**config.mk**
```make
export PLATFORM = sky130hd
export DESIGN_NAME = logic_gate_pipe
export DESIGN_NICKNAME = d
export VERILOG_FILES = /design/src/rtl/logic_gate_pkg.sv /design/src/rtl/logic_pipe_stage.sv /design/src/rtl/logic_gate_pipe.sv
export SDC_FILE = /design/constraint.sdc
export NUM_CORES = 1
export LEC_CHECK = 0
export CAP_MARGIN = 20
export CORE_MARGIN = 3
export CORE_UTILIZATION = 45
export DETAILED_ROUTE_END_ITERATION = 12
export DONT_BUFFER_PORTS = 1
export GPL_ROUTABILITY_DRIVEN = 1
export PLACE_DENSITY = 0.66
export SLEW_MARGIN = 20
export SYNTH_ARGS = -nofsm -noshare
export SYNTH_HDL_FRONTEND = slang
export SYNTH_SLANG_ARGS = --single-unit
export TNS_END_PERCENT = 5
```
**constraint.sdc**
```tcl
create_clock -name clk -period 1.8 [get_ports clk]
set_input_delay 0.09 -clock clk [delete_from_list [all_inputs] [get_ports clk]]
set_output_delay 0.09 -clock clk [all_outputs]
set_load 0.05 [all_outputs]
```
**src/rtl/logic_gate_pkg.sv**
```systemverilog
// Shared types and the bitwise operation used by the gate pipeline.
// MAX_W is the widest operand supported; narrower users zero-extend and truncate.
package logic_gate_pkg;

   localparam int MAX_W = 64;

   typedef enum logic [2:0] {
      OP_AND  = 3'd0,
      OP_OR   = 3'd1,
      OP_NAND = 3'd2,
      OP_NOR  = 3'd3,
      OP_XOR  = 3'd4,
      OP_XNOR = 3'd5,
      OP_NOTA = 3'd6,
      OP_PASS = 3'd7
   } op_e;

   function automatic logic [MAX_W-1:0] logic_op(input logic [MAX_W-1:0] a,
                                                 input logic [MAX_W-1:0] b,
                                                 input op_e              op);
      logic [MAX_W-1:0] r;
      case (op)
         OP_AND:  r = a & b;
         OP_OR:   r = a | b;
         OP_NAND: r = ~(a & b);
         OP_NOR:  r = ~(a | b);
         OP_XOR:  r = a ^ b;
         OP_XNOR: r = ~(a ^ b);
         OP_NOTA: r = ~a;
         OP_PASS: r = a;
         default: r = '0;
      endcase
      return r;
   endfunction

endpackage

```
**src/rtl/logic_pipe_stage.sv**
```systemverilog
// One valid/ready register slice. The parent computes ld_en (this slice's ready);
// valid follows upstream on load, data only captures real beats.
module logic_pipe_stage #(
   parameter int DW = 9
) (
   input  logic          clk,
   input  logic          rst,
   input  logic          ld_en,
   input  logic          up_valid,
   input  logic [DW-1:0] up_data,
   output logic          vld,
   output logic [DW-1:0] data
);

   logic          vld_q, vld_d;
   logic [DW-1:0] data_q, data_d;

   always_comb begin
      vld_d  = vld_q;
      data_d = data_q;
      if (ld_en) begin
         vld_d = up_valid;
         if (up_valid) begin
            data_d = up_data;
         end
      end
   end

   always_ff @(posedge clk or posedge rst) begin
      if (rst) begin
         vld_q  <= 1'b0;
         data_q <= '0;
      end else begin
         vld_q  <= vld_d;
         data_q <= data_d;
      end
   end

   assign vld  = vld_q;
   assign data = data_q;

endmodule

```
**src/rtl/logic_gate_pipe.sv**
```systemverilog
// Pipelined bitwise gate: op decode, STAGES valid/ready slices carrying {y_par,y},
// and a saturating counter of delivered result beats.
module logic_gate_pipe
   import logic_gate_pkg::*;
#(
   parameter int WIDTH  = 8,
   parameter int STAGES = 2,
   parameter int CNT_W  = 16
) (
   input  logic             clk,
   input  logic             rst,
   input  logic             in_valid,
   output logic             in_ready,
   input  logic [WIDTH-1:0] a,
   input  logic [WIDTH-1:0] b,
   input  logic [2:0]       op,
   output logic             out_valid,
   input  logic             out_ready,
   output logic [WIDTH-1:0] y,
   output logic             y_par,
   output logic [CNT_W-1:0] op_count
);

   localparam int DW = WIDTH + 1;

   logic [MAX_W-1:0]  a_ext, b_ext;
   logic [WIDTH-1:0]  res;
   logic [DW-1:0]     in_data;
   logic [STAGES-1:0] st_vld;
   logic [DW-1:0]     st_dat [STAGES];
   logic [STAGES-1:0] rdy;
   logic [CNT_W-1:0]  cnt_q, cnt_d;

   always_comb begin
      a_ext = '0;
      b_ext = '0;
      a_ext[WIDTH-1:0] = a;
      b_ext[WIDTH-1:0] = b;
      res     = WIDTH'(logic_op(a_ext, b_ext, op_e'(op)));
      in_data = {^res, res};
   end

   // A slice is ready when some slice at or after it is empty, or the consumer takes the head.
   // Valid/ready: a beat moves on any edge where valid and ready are both high.
   generate
      for (genvar i = 0; i < STAGES; i++) begin : g_stage
         logic          up_v;
         logic [DW-1:0] up_d;

         assign rdy[i] = out_ready | ~(&st_vld[STAGES-1:i]);

         if (i == 0) begin : g_first
            assign up_v = in_valid;
            assign up_d = in_data;
         end else begin : g_rest
            assign up_v = st_vld[i-1];
            assign up_d = st_dat[i-1];
         end

         logic_pipe_stage #(.DW(DW)) u_stage (
            .clk      (clk),
            .rst      (rst),
            .ld_en    (rdy[i]),
            .up_valid (up_v),
            .up_data  (up_d),
            .vld      (st_vld[i]),
            .data     (st_dat[i])
         );
      end
   endgenerate

   assign in_ready      = rdy[0];
   assign out_valid     = st_vld[STAGES-1];
   assign {y_par, y}    = st_dat[STAGES-1];

   always_comb begin
      cnt_d = cnt_q;
      if (out_valid && out_ready && !(&cnt_q)) begin
         cnt_d = cnt_q + CNT_W'(1);
      end
   end

   always_ff @(posedge clk or posedge rst) begin
      if (rst) begin
         cnt_q <= '0;
      end else begin
         cnt_q <= cnt_d;
      end
   end

   assign op_count = cnt_q;

endmodule
```
==> results_dict.tcl <==
set metrics [dict create \
    clock_latency_ns 0.29 \
    cts_buffers 5 \
    grt_usage 0.1631 \
    r2r_end "op_count[13]$_DFFE_PP0P_" \
    dieArea_um2 6422 \
    vias 1870 \
    numClockSinks 36 \
    core-area_um2 5205 \
    fillers 504 \
    grt_max_degree 42 \
    wl_per_cell_um 13.80 \
    whs_endpoint "g_stage[0].u_stage.data[0]$_DFFE_PP0P_" \
    cts_tree "done" \
    tightest_slew_ns 0.5178 \
    first_pass_iters 4 \
    drtAntennaViolNets 0 \
    setup_viol 0 \
    ios 50 \
    hold_path_class "in -> reg" \
    antenna_cells 0 \
    layout_min_cycle_time_ns 1.636 \
    drv_slew 0 \
    final_cell_mix "32 x dfrtp_1, 25 x nor2_1, 24 x nand2_1" \
    hold_viol_final 0 \
    drive_above_1_share 0.2034 \
    yosysUniqueCellTypes 34 \
    path_clk_slew_ns 0.07 \
    antenna_found_initial 0 \
    ys_seq_area_frac 0.3642 \
    mostFrequentLayoutCell "dfrtp_1" \
    num_rows 26 \
    hp-start "op[1]" \
    timing.fmax_mhz 611.2 \
    critical_path_class "reg -> reg" \
    cp_max_fo 4 \
    io_buffers 0 \
    run_status "finished clean" \
    viasPerCell 5.194 \
    dp.cells 348 \
    grt_pass1_wl_mm 8.321 \
    critical_path_arrival_ns 1.84 \
    grt_setup_unrepaired "no" \
    start_util 0.4752 \
    critPathRequiredTime_ns 2.00 \
    post-route-drc-count 0 \
    synth_cells 266 \
    die_h_um 80.14 \
    drv_cap 0 \
    synth_warnings 0 \
    rrSetupSlack_ns 0.16 \
    r2r_start "op_count[5]$_DFFE_PP0P_" \
    fin_skew_ns 0.006991 \
    p_leak_nw 1.358 \
    end_kind "register" \
    fin_crit_sh 0.9089 \
    tns_ns 0 \
    post_cts_buffers 0 \
    cp-start-kind "register" \
    relSlewSlack 0.6548 \
    place.gp.congestion 0.7486 \
    powerDensity_nw_per_um2 1043 \
    num-nets-final 329 \
    syn_to_final_growth_pct 15.17 \
    grt_pass1_vias 1888 \
    stdcell_count 360 \
    syn-num-nets 306 \
    dr.first_iter.drc_count 56 \
    wl_mm 4.968 \
    avgSynthCellArea_um2 9.299 \
    dp_hpwl_mm 3.726 \
    ir_worst_vdd_v 0.0006329 \
    fp.dieW_um 80.14 \
    synth_area_um2 2474 \
    htree_levels 2 \
    min_path_cells 2 \
    cts_root_buf "clkbuf_8" \
    overflow 0 \
    clockBufferDepth 2 \
    r2r_cells 6 \
    ys_ff_latch 36 \
]
[Yosys cell counts (all sizes together)]
| cell | number | share of area |
|---|---|---|
| a21oi | 23 | 0.047 |
| or2 | 1 | 0.0035 |
| o21ai | 12 | 0.024 |
| nand3 | 4 | 0.0081 |
| nand3b | 1 | 0.0030 |
| and3 | 4 | 0.010 |
| clkbuf | 5 | 0.0076 |
| o21a | 1 | 0.0030 |
| or3 | 1 | 0.0025 |
| nand2 | 25 | 0.038 |
| mux2 | 16 | 0.073 |
| a211oi | 4 | 0.012 |
| buf | 4 | 0.010 |
| mux2i | 12 | 0.049 |
| nor2b | 4 | 0.010 |
| dfrtp | 36 | 0.36 |
| ha | 17 | 0.086 |
| o32ai | 2 | 0.0071 |
| o21bai | 2 | 0.0061 |
| nand2b | 4 | 0.010 |
| a311oi | 1 | 0.0061 |
| nor2 | 25 | 0.038 |
| nor3 | 8 | 0.016 |
| o22ai | 2 | 0.010 |
| nand4 | 1 | 0.0025 |
| xnor2 | 14 | 0.050 |
| xor2 | 16 | 0.057 |
| inv | 19 | 0.029 |
| mux4 | 2 | 0.018 |
[critical path, stage by stage, from the launching register on]
cell	delay, ns
dfrtp_2	0.36
and3_1	0.18
and3_4	0.21
nand3_2	0.10
or3_4	0.40
nor2_1	0.13
xor2_1	0.18
[power breakdown]
part	switching, mW	leakage, nW	internal [mW]	total [mW]
registers	0.362	0.451	0.985	1.35
clock network	0.287	0.0541	0.410	0.697
logic	0.547	0.852	0.383	0.929
total	1.20	1.36	1.78	2.97
[what timing repair did]
| action | CTS | global route |
|---|---|---|
| endpoints found under the hold margin | 39 | 0 |
| setup endpoints to repair | 0 | 2 |
| hold buffers | 4 | 0 |
| gates resized for setup | 0 | 3 |
[area by class of cell]
type,count,area [µm²],area share
clock inverter,3,42.54,0.01493
sequential,36,905.9,0.3180
inverter,19,71.32,0.02503
tap,70,87.58,0.03074
timing repair buffer,25,197.7,0.06939
clock buffer,5,68.82,0.02415
multi-input combinational,202,1475,0.5178
[metrics by stage]
step	setup WS [ns]	hold WS [ns]	instance area (µm²)	utilization	total power [mW]
final	0.1639	0.007257	2849	0.5474	2.973
after global placement	0.1884	0.1106	2683	0.5154	2.272
after floorplan	-0.02158	0.1984	2482	-	2.069
after detailed placement	0.1093	0.1137	2683	0.5154	2.299
after global routing	0.03088	0.02177	2849	0.5474	3.145
after CTS	0.06071	0.009810	2834	0.5445	3.009
[state kept, by name, summed over array words and instances (netlist names)]
register	flops
g_stage.u_stage.data	18
op_count	16
g_stage.u_stage.vld	2
[metal layers]
| metal | vias to the layer above | share of wire | track usage |
|---|---|---|---|
| met5 | - | 0 | 0 |
| met4 | 0 | 0.0087 | 0.04561 |
| met3 | 4 | 0.094 | 0.06839 |
| met2 | 51 | 0.47 | 0.2765 |
| met1 | 861 | 0.43 | 0.1875 |
| li1 | 954 | - | - |
[cell families (layout without fill, tap and decap cells)]
logic type | count (synthesis) | after routing | synth area share
AO/OA/AOI/OAI | 47 | 47 | 0.1153
buffers and inverters | 28 | 52 | 0.04653
XOR/XNOR | 30 | 30 | 0.1062
AND/OR/NAND/NOR | 78 | 78 | 0.1421
multiplexers | 30 | 30 | 0.1396
adder cells (fa/ha/maj) | 17 | 17 | 0.08599
flip-flops | 36 | 36 | 0.3642
[worst max path at each step]
stage,end,startpoint,slack (ns)
6_report,op_count[13]$_DFFE_PP0P_,op_count[5]$_DFFE_PP0P_,0.16
2_1_floorplan,op_count[1]$_DFFE_PP0P_,op_count[6]$_DFFE_PP0P_,-0.02
4_1_cts,op_count[13]$_DFFE_PP0P_,op_count[5]$_DFFE_PP0P_,0.06
3_5_place_dp,op_count[13]$_DFFE_PP0P_,op_count[6]$_DFFE_PP0P_,0.11
3_3_place_gp,op_count[12]$_DFFE_PP0P_,op_count[6]$_DFFE_PP0P_,0.19
5_1_grt,op_count[13]$_DFFE_PP0P_,op_count[5]$_DFFE_PP0P_,0.03
(Power assumes the default switching activity.)
